**src/rtl/multi_field_extract_pkg.sv**
```systemverilog
// -----------------------------------------------------------------------------
// multi_field_extract_pkg : shared types and constants for the L3 field extractor
// Rev 1.0
// -----------------------------------------------------------------------------
`default_nettype none

package multi_field_extract_pkg;

  localparam int W = 32;
  localparam int B = 8;

  localparam logic [15:0] ETH_IPV4  = 16'h0800;
  localparam logic [15:0] ETH_IPV6  = 16'h86DD;
  localparam logic [15:0] ETH_VLAN  = 16'h8100;
  localparam logic [15:0] ETH_QINQ  = 16'h88A8;
  localparam logic [15:0] ETH_VLAN2 = 16'h9100;

  typedef struct packed {
    logic [W-1:0] data;
    logic         valid;
    logic         sop;
    logic         eop;
  } avln_st_t;

  typedef enum logic [1:0] {
    S_IDLE = 2'd0,
    S_ETH  = 2'd1,
    S_L3   = 2'd2,
    S_DONE = 2'd3
  } state_t;

  typedef struct packed {
    logic [7:0] word;
    logic [7:0] offset;
    logic [7:0] size;
  } field_desc_t;

  function automatic logic [7:0] sat_inc(input logic [7:0] v);
    return (v == 8'hFF) ? v : v + 8'd1;
  endfunction

endpackage

`default_nettype wire

```
**src/rtl/multi_field_extract_field_slot.sv**
```systemverilog
// -----------------------------------------------------------------------------
// field_slot : captures one L3 field, latching the upper part of a straddling one
// Rev 1.0
// -----------------------------------------------------------------------------
`default_nettype none

module field_slot
  import multi_field_extract_pkg::*;
#(
  parameter int          MAX_FIELD_SIZE = 32,
  parameter field_desc_t DESC           = {8'd0, 8'd0, 8'd8}
) (
  input  logic                      sys_clk,
  input  logic                      reset_n,
  input  avln_st_t                  i_st,
  input  logic                      i_en,
  input  logic                      i_clr,
  input  logic [7:0]                i_l3_idx,
  output logic [MAX_FIELD_SIZE-1:0] o_field,
  output logic                      o_valid,
  output logic                      o_done
);

  localparam int c_off  = int'(DESC.offset);
  localparam int c_size = int'(DESC.size);

  logic                      r_done;
  logic                      r_valid;
  logic [MAX_FIELD_SIZE-1:0] r_field;
  logic                      w_hit_lo;
  logic                      w_hit_hi;
  logic                      w_cap;
  logic [MAX_FIELD_SIZE-1:0] w_val;
  logic                      w_unused;

  assign w_hit_lo = i_en & (i_l3_idx == DESC.word);
  assign w_hit_hi = i_en & ({1'b0, i_l3_idx} == ({1'b0, DESC.word} + 9'd1));
  assign w_unused = ^i_st;

  generate
    if (c_off + c_size > W) begin : g_straddle
      localparam int c_hi = W - c_off;
      localparam int c_lo = c_off + c_size - W;
      logic [c_hi-1:0] r_hi;

      // Low bits of the first word are the field's MSBs; held across idle cycles.
      always_ff @(posedge sys_clk or negedge reset_n) begin
        if (!reset_n) begin
          r_hi <= '0;
        end else if (w_hit_lo && !r_done) begin
          r_hi <= i_st.data[c_hi-1:0];
        end
      end

      assign w_cap = w_hit_hi & ~r_done;
      assign w_val = MAX_FIELD_SIZE'({r_hi, i_st.data[W-1 -: c_lo]});
    end else begin : g_single
      assign w_cap = w_hit_lo & ~r_done;
      assign w_val = MAX_FIELD_SIZE'(i_st.data[W-1-c_off -: c_size]);
    end
  endgenerate

  always_ff @(posedge sys_clk or negedge reset_n) begin
    if (!reset_n) begin
      r_done  <= 1'b0;
      r_valid <= 1'b0;
      r_field <= '0;
    end else begin
      r_valid <= w_cap;
      if (i_clr) begin
        r_done <= 1'b0;
      end else if (w_cap) begin
        r_done  <= 1'b1;
        r_field <= w_val;
      end
    end
  end

  assign o_field = r_field;
  assign o_valid = r_valid;
  assign o_done  = r_done | w_cap;

endmodule

`default_nettype wire

```
**src/rtl/multi_field_extract.sv**
```systemverilog
// -----------------------------------------------------------------------------
// multi_field_extract : Ethernet/VLAN parser that captures N_FIELDS L3 fields
// Rev 1.0
// -----------------------------------------------------------------------------
`default_nettype none

module multi_field_extract
  import multi_field_extract_pkg::*;
#(
  parameter int                    N_FIELDS       = 2,
  parameter int                    MAX_FIELD_SIZE = 32,
  parameter logic [N_FIELDS*8-1:0] FIELD_WORD     = {8'd1, 8'd2},
  parameter logic [N_FIELDS*8-1:0] FIELD_OFFSET   = {8'd0, 8'd16},
  parameter logic [N_FIELDS*8-1:0] FIELD_SIZE     = {8'd16, 8'd8},
  parameter int                    ETYPE_WORD     = 3,
  parameter int                    MAX_VLAN_TAGS  = 2,
  parameter bit                    IPV6_EN        = 1'b0
) (
  input  logic                                     sys_clk,
  input  logic                                     reset_n,
  input  avln_st_t                                 in,
  output logic                                     l3_start,
  output logic                                     is_ipv6,
  output logic [N_FIELDS-1:0][MAX_FIELD_SIZE-1:0]  field,
  output logic [N_FIELDS-1:0]                      field_valid,
  output logic                                     all_valid,
  output logic                                     abort
);

  state_t        r_state;
  logic [7:0]    r_wcnt;
  logic [1:0]    r_tags;
  logic [7:0]    r_l3idx;
  logic          r_l3_start;
  logic          r_is_ipv6;
  logic          r_all_valid;
  logic          r_abort;

  logic [7:0]    w_widx;
  logic [1:0]    w_tags;
  logic [15:0]   w_ety;
  logic          w_eth_ctx;
  logic          w_eth_hit;
  logic          w_tag_ok;
  logic          w_v4;
  logic          w_v6;
  logic          w_l3_ok;
  logic          w_to_done;
  logic          w_l3_acc;
  logic          w_clr;
  logic          w_all_done;
  logic          w_outst;
  logic [N_FIELDS-1:0] w_done;

  // A sop word is always index 0 and always starts a fresh tag count.
  assign w_widx    = in.sop ? 8'd0 : sat_inc(r_wcnt);
  assign w_tags    = in.sop ? 2'd0 : r_tags;
  assign w_ety     = in.data[2*B-1:0];
  assign w_eth_ctx = in.sop | (r_state == S_ETH);
  assign w_eth_hit = in.valid & w_eth_ctx &
                     ({1'b0, w_widx} == (9'(ETYPE_WORD) + {7'd0, w_tags}));
  assign w_tag_ok  = ((w_ety == ETH_VLAN) | (w_ety == ETH_QINQ) | (w_ety == ETH_VLAN2)) &
                     (32'(w_tags) < MAX_VLAN_TAGS);
  assign w_v4      = (w_ety == ETH_IPV4);
  assign w_v6      = IPV6_EN & (w_ety == ETH_IPV6);
  assign w_l3_ok   = ~w_tag_ok & (w_v4 | w_v6);
  assign w_to_done = w_eth_hit & ~w_tag_ok & ~w_l3_ok;
  assign w_l3_acc  = in.valid & ~in.sop & (r_state == S_L3);
  assign w_clr     = in.valid & in.sop;
  assign w_all_done = &w_done;
  assign w_outst   = (w_eth_ctx & ~w_to_done) | (w_l3_acc & ~w_all_done);

  generate
    for (genvar gi = 0; gi < N_FIELDS; gi++) begin : g_slot
      localparam field_desc_t c_desc = {FIELD_WORD[(N_FIELDS-1-gi)*8 +: 8],
                                        FIELD_OFFSET[(N_FIELDS-1-gi)*8 +: 8],
                                        FIELD_SIZE[(N_FIELDS-1-gi)*8 +: 8]};
      field_slot #(
        .MAX_FIELD_SIZE (MAX_FIELD_SIZE),
        .DESC           (c_desc)
      ) u_slot (
        .sys_clk  (sys_clk),
        .reset_n  (reset_n),
        .i_st     (in),
        .i_en     (w_l3_acc),
        .i_clr    (w_clr),
        .i_l3_idx (r_l3idx),
        .o_field  (field[gi]),
        .o_valid  (field_valid[gi]),
        .o_done   (w_done[gi])
      );
    end
  endgenerate

  always_ff @(posedge sys_clk or negedge reset_n) begin
    if (!reset_n) begin
      r_state     <= S_IDLE;
      r_wcnt      <= 8'd0;
      r_tags      <= 2'd0;
      r_l3idx     <= 8'd0;
      r_l3_start  <= 1'b0;
      r_is_ipv6   <= 1'b0;
      r_all_valid <= 1'b0;
      r_abort     <= 1'b0;
    end else begin
      r_l3_start  <= 1'b0;
      r_all_valid <= 1'b0;
      r_abort     <= 1'b0;
      if (in.valid) begin
        r_wcnt <= w_widx;
        if (in.sop) begin
          r_state   <= S_ETH;
          r_tags    <= 2'd0;
          r_is_ipv6 <= 1'b0;
          r_abort   <= (r_state == S_L3);
        end
        if (w_eth_hit) begin
          if (w_tag_ok) begin
            r_tags  <= w_tags + 2'd1;
            r_state <= S_ETH;
          end else if (w_l3_ok) begin
            r_state    <= S_L3;
            r_l3idx    <= 8'd0;
            r_is_ipv6  <= w_v6;
            r_l3_start <= ~in.eop;
          end else begin
            r_state <= S_DONE;
          end
        end else if (w_l3_acc) begin
          r_l3idx <= sat_inc(r_l3idx);
          if (w_all_done) begin
            r_all_valid <= 1'b1;
            r_state     <= S_DONE;
          end
        end
        // Packet ended with fields still missing.
        if (in.eop && w_outst) begin
          r_abort <= 1'b1;
          r_state <= S_IDLE;
        end
      end
    end
  end

  assign l3_start  = r_l3_start;
  assign is_ipv6   = r_is_ipv6;
  assign all_valid = r_all_valid;
  assign abort     = r_abort;

endmodule

`default_nettype wire

```
**config.mk**
```make
export PLATFORM = sky130hd
export DESIGN_NAME = multi_field_extract
export DESIGN_NICKNAME = d
export VERILOG_FILES = /design/src/rtl/multi_field_extract_pkg.sv /design/src/rtl/multi_field_extract_field_slot.sv /design/src/rtl/multi_field_extract.sv
export SDC_FILE = /design/constraint.sdc
export NUM_CORES = 1
export LEC_CHECK = 0
export ABC_AREA = 0
export CORE_ASPECT_RATIO = 1.5
export CORE_MARGIN = 2
export CORE_UTILIZATION = 45
export CTS_BUF_LIST = sky130_fd_sc_hd__clkbuf_16
export CTS_CLUSTER_DIAMETER = 80
export CTS_CLUSTER_SIZE = 40
export DETAILED_ROUTE_END_ITERATION = 10
export DONT_BUFFER_PORTS = 1
export PLACE_DENSITY = 0.59
export SYNTH_ARGS = -nofsm -noshare
export SYNTH_HDL_FRONTEND = slang
export SYNTH_SLANG_ARGS = --single-unit
```
**constraint.sdc**
```tcl
create_clock -name sys_clk -period 5.25 [get_ports sys_clk]
set_input_delay 1.05 -clock sys_clk [delete_from_list [all_inputs] [get_ports sys_clk]]
set_output_delay 1.05 -clock sys_clk [all_outputs]
set_load 0.01 [all_outputs]
```
Yosys cells after proc, flatten, opt, wreduce, memory -nomap -nowiden. Index checks and enable logic that the tools add are counted. W data, S select, Z words.

Add/subtract/negate cells: 4. Magnitude comparators: 1. Equal/unequal tests: 14. Multiplexer cells: 36. Bitwise operators: 30. Reductions and logical operators: 8.

Operators by type and width (count): $mux W8 (7); $eq A16 B16 Y1 const B (3); $mux W1 (20); $mux W2 (9); $add A8 B1 Y8 const B (2); $eq A16 B12 Y1 const B (1); $eq A8 B8 Y1 const B (2); $and A1 B1 Y1 (15); $not A1 Y1 (9); $eq A8 B1 Y1 const B (1); $eq A8 B2 Y1 const B (1); $eq A8 B3 Y1 (1); $or A1 B1 Y1 (6); $reduce_and A2 Y1 (3); $reduce_bool A2 Y1 (3); $reduce_and A5 Y1 (1); $ne A2 B2 Y1 const B (2); $add A2 B2 Y3 const A (1); $add A2 B1 Y2 const B (1); $eq A2 B1 Y1 const B (1); $eq A2 B2 Y1 const B (1); $lt A2 B2 Y1 const B (1); $ne A2 B1 Y1 const B (1); $logic_and A1 B1 Y1 (1).

Bits in registers: 52. Input port bits: 37. Output and inout bits: 70. Logic and storage cells: 107.

Logic depth before layout (Yosys ltp).
Depth after elaboration: 14. Gate-level depth with buffers: 10.

By module. A second synthesis with hierarchy kept.

Cells, all modules: 289. Area, all modules: 3067.9 um2.

By module, submodules not included: multi_field_extract (instances 1, cells an instance 172, area an instance 1589.0 um2, seq. area each 600.6 um2); field_slot at g_slot[0].u_slot (instances 1, cells an instance 63, area an instance 883.3 um2, seq. area each 450.4 um2); field_slot at g_slot[1].u_slot (instances 1, cells an instance 54, area an instance 595.6 um2, seq. area each 250.2 um2).

Worst setup path before layout. Ideal clock, no wire load.

Kind: in2reg. Start: input port in[1] (netlist name). End: register r_l3idx[0]. Library setup time: 0.142 ns. Arrival: 2.950 ns. Required time: 5.108 ns. Slack: 2.158 ns. Stages on the path: 10. Path buffers: 2. Path through: clkbuf_1 inv_1 clkbuf_1 nand2_1 ha_1 nor4_2 o221ai_1 or4_4 nand3_1 o21ai_0.

Word-level cells in the longest chain between the ends: 7. Elaborated cells between the ends (all ways): 20. Those cells by class: add/sub: 1; order compare: 1; eq/ne: 4; mux: 3; bitwise: 9; reduce/logical: 2.

Ends and longest elaborated chain: start, declared (line multi_field_extract.sv:21) `input avln_st_t in,`; branches (longest 7 deep; another with $add A2 B2 Y3); end signal, assigned (line multi_field_extract.sv:130) `r_l3idx <= sat_inc(r_l3idx);`; end, declared (line multi_field_extract.sv:33) `logic [7:0] r_l3idx;`.

Several ways; the timed one is not identified. A chain may end at the register's enable or synchronous reset.

Final worst setup path.
Start: input port in[1] (netlist name). End: register r_state[0].

Word-level cells in the longest chain between the ends: 12. Elaborated cells between the ends (all ways): 37. Those cells by class: add/sub: 1; order compare: 1; eq/ne: 1; mux: 9; bitwise: 23; reduce/logical: 2.

Ends and longest elaborated chain: branches (longest 11 deep; another with $add A2 B2 Y3); $mux W2 * (line multi_field_extract.sv:137) `if (in.eop && w_outst) begin`; end signal, assigned (line multi_field_extract.sv:97) `r_state <= S_IDLE;`; end signal, assigned (line multi_field_extract.sv:133) `r_state <= S_DONE;`; end signal, assigned (line multi_field_extract.sv:139) `r_state <= S_IDLE;`; end, declared (line multi_field_extract.sv:30) `state_t r_state;`.

Mark *: on every way between the ends.

==> impl_metrics.tcl <==
set metrics [dict create \
    status "complete, no violations" \
    synthesis.area_mm2 0.00304 \
    cp.arrival_ns 2.92 \
    clock_path_buffers 2 \
    pre_cts_ws_ns 2.23 \
    antenna_found_initial 0 \
    drcViolationCount 0 \
    wl_per_cell_um 16.1 \
    async_flop_share 1.00 \
    fmax_mhz 365 \
    io_buffers 0 \
    synth_ff_type "dfrtp_1" \
    cts_sinks 52 \
    path_class "primary input to register" \
    dp_hpwl_um 4500 \
    post-synth-top-count-cell "dfrtp_1" \
    drive_above_1_share 0.163 \
    syn_to_final_growth_pct 0.617 \
    num-fill-cells 624 \
    yosys.area.top_type_share 0.428 \
    p_per_area_mw_per_mm2 274 \
    worstMarginPinSlew_ns 0.808 \
    ys_seq_elements 52 \
    skew_ns 0.00799 \
    yosysWarnings 0 \
    rows 36 \
    fin_crit_ns 2.74 \
    synth_cell_type_count 59 \
    synthTopCellsByArea "dfrtp_1 43%, buf_4 11%, mux2_2 8.9%" \
    synth_commonest_cells "52 x dfrtp_1, 44 x buf_4, 24 x mux2_2, 19 x nand2_1, 17 x nor2_1" \
    syn-instance-count 299 \
    critPathMaxFanout 11 \
    p_leak_nw 1.45 \
    slew_headroom 0.461 \
    synth_area_leader_cell "dfrtp_1" \
    slew_viol_final 0 \
    cts_root_buf "clkbuf_16" \
    rsz0062_at_grt "false" \
    postCtsResizedCells 0 \
    grt_first_pass_wirelength_um 9730 \
    drt_pass1_iterations 4 \
    hold_viol 0 \
    start_util 0.466 \
    die_area_mm2 0.00744 \
    worstSkewPairLatency_ns 0.29 \
    cp.required_ns 5.44 \
    synth_edf_count 0 \
    cts_hold_buf 0 \
    track_usage 0.164 \
    setup_tns_ns 0 \
    syn_avg_cell_area_um2 10.2 \
    htree_levels 2 \
    gp_congestion 0.854 \
    hold_path.class "primary input to async pin" \
    cts_tree "yes" \
    fin_crit_sh 0.521 \
    start_kind "primary input" \
    viasPerCell 5.62 \
    cts_setup_buffers 0 \
    gr-total-overflow 0 \
    dr_total_vias 2080 \
    multi_input_area_mm2 0.00149 \
    clkTransAtPathRegs_ns 0.07 \
    seq_area_mm2 0.00130 \
    fin_hold_ws_ns 0.449 \
    nNetsFinal 335 \
    num_antenna_cells 0 \
    ir_worst_vdd_mv 0.172 \
    ant_nets 0 \
    wl_um 5960 \
    pin_count 107 \
    cts_buffers 5 \
    end_kind "register" \
    setup_ws_ns 2.51 \
    maxCapViolations 0 \
    die_w_um 71.1 \
    setup_viol 0 \
    drt_iter0_drc 146 \
    grt_pass1_vias 2035 \
    grt_start_max_net_pins 53 \
    reg2regPathDepth 8 \
    core_area_mm2 0.00653 \
    die_height_um 105 \
    ys_seq_area_frac 0.428 \
]
layout by cell type (no fill, tap or decap), types with 7 or more instances in the layout:
| master | Yosys | layout |
|---|---|---|
| conb_1 | 1 | 40 |
| mux2_2 | 24 | 24 |
| a21oi_1 | 11 | 11 |
| nor2_1 | 17 | 17 |
| a31oi_1 | 7 | 7 |
| o21ai_0 | 10 | 10 |
| dfrtp_1 | 52 | 52 |
| nand3_1 | 7 | 7 |
| inv_1 | 8 | 10 |
| nand2_1 | 19 | 19 |
| and3_1 | 7 | 7 |
layout make-up:
type | count | share of cell area
Inverter | 8 | 0.00982
Multi-Input combinational cell | 226 | 0.488
Clock inverter | 3 | 0.00532
Clock buffer | 5 | 0.0409
Sequential cell | 52 | 0.425
Tap cell | 76 | 0.0311
cell families after synthesis:
group           Yosys count  synth area share
flops                    52             0.428
xor+xnor                  8            0.0230
compound gates           59             0.133
simple gates             90             0.176
mux                      24            0.0889
fa+ha+maj                 5            0.0206
buf+inv                  60             0.130
other cells               1           0.00123
routing by layer:
layer,wire length [µm],part of all wire,GRT usage,vias up
met2,3350,0.56,0.300,72
met5,0,0,0,-
li1,-,-,-,973
met1,2190,0.37,0.176,1029
met4,86,0.014,0.0553,0
met3,333,0.056,0.0463,6
path summary, 6_finish.rpt:
kind                            slack (ns)                           end                    start
worst max-delay path                  2.51                    r_state[0]                    in[1]
worst min-delay path                  0.45  g_slot[0].u_slot.o_field[15]                  reset_n
worst max register to register        2.57                    r_state[0]                r_wcnt[0]
worst min register to register        0.50      g_slot[1].u_slot.o_valid  g_slot[1].u_slot.r_done
max in group asynchronous             4.70   g_slot[1].u_slot.o_field[0]                  reset_n
min in group sys_clk                  0.50      g_slot[1].u_slot.o_valid  g_slot[1].u_slot.r_done
worst max-delay path, cell delays in order:
cell and delay [ns]:
inv_1 0.25, nand2_1 0.12, ha_1 0.25, nor4_2 0.33, o2111ai_2 0.22, nor3_2 0.44
o21ai_1 0.13, o21a_1 0.12
state kept, by name, summed over array words and instances, names as in the netlist, 2 cells and up:
signal                 count
r_l3idx                    8
g_slot.u_slot.r_done       2
r_wcnt                     8
g_slot.u_slot.o_field     24
r_state                    2
g_slot.u_slot.o_valid      2
r_tags                     2
power breakdown:
part	total, mW	switching, mW	leakage, nW	internal (mW)
Sequential	0.443	0.0240	0.719	0.419
Combinational	0.0809	0.0488	0.650	0.0321
Clock	0.316	0.142	0.0764	0.174
Total	0.839	0.214	1.45	0.625
through the flow:
step / area, µm² / std cells / power (mW) / util
2_1_floorplan: 3190 / 338 / 0.541 / -
3_3_place_gp: 2920 / 362 / 0.529 / 0.447
3_5_place_dp: 2920 / 362 / 0.531 / 0.447
4_1_cts: 3060 / 370 / 0.850 / 0.468
5_1_grt: 3060 / 370 / 0.881 / 0.468
6_report: 3060 / 370 / 0.839 / 0.468
(Power assumes the default switching activity.)
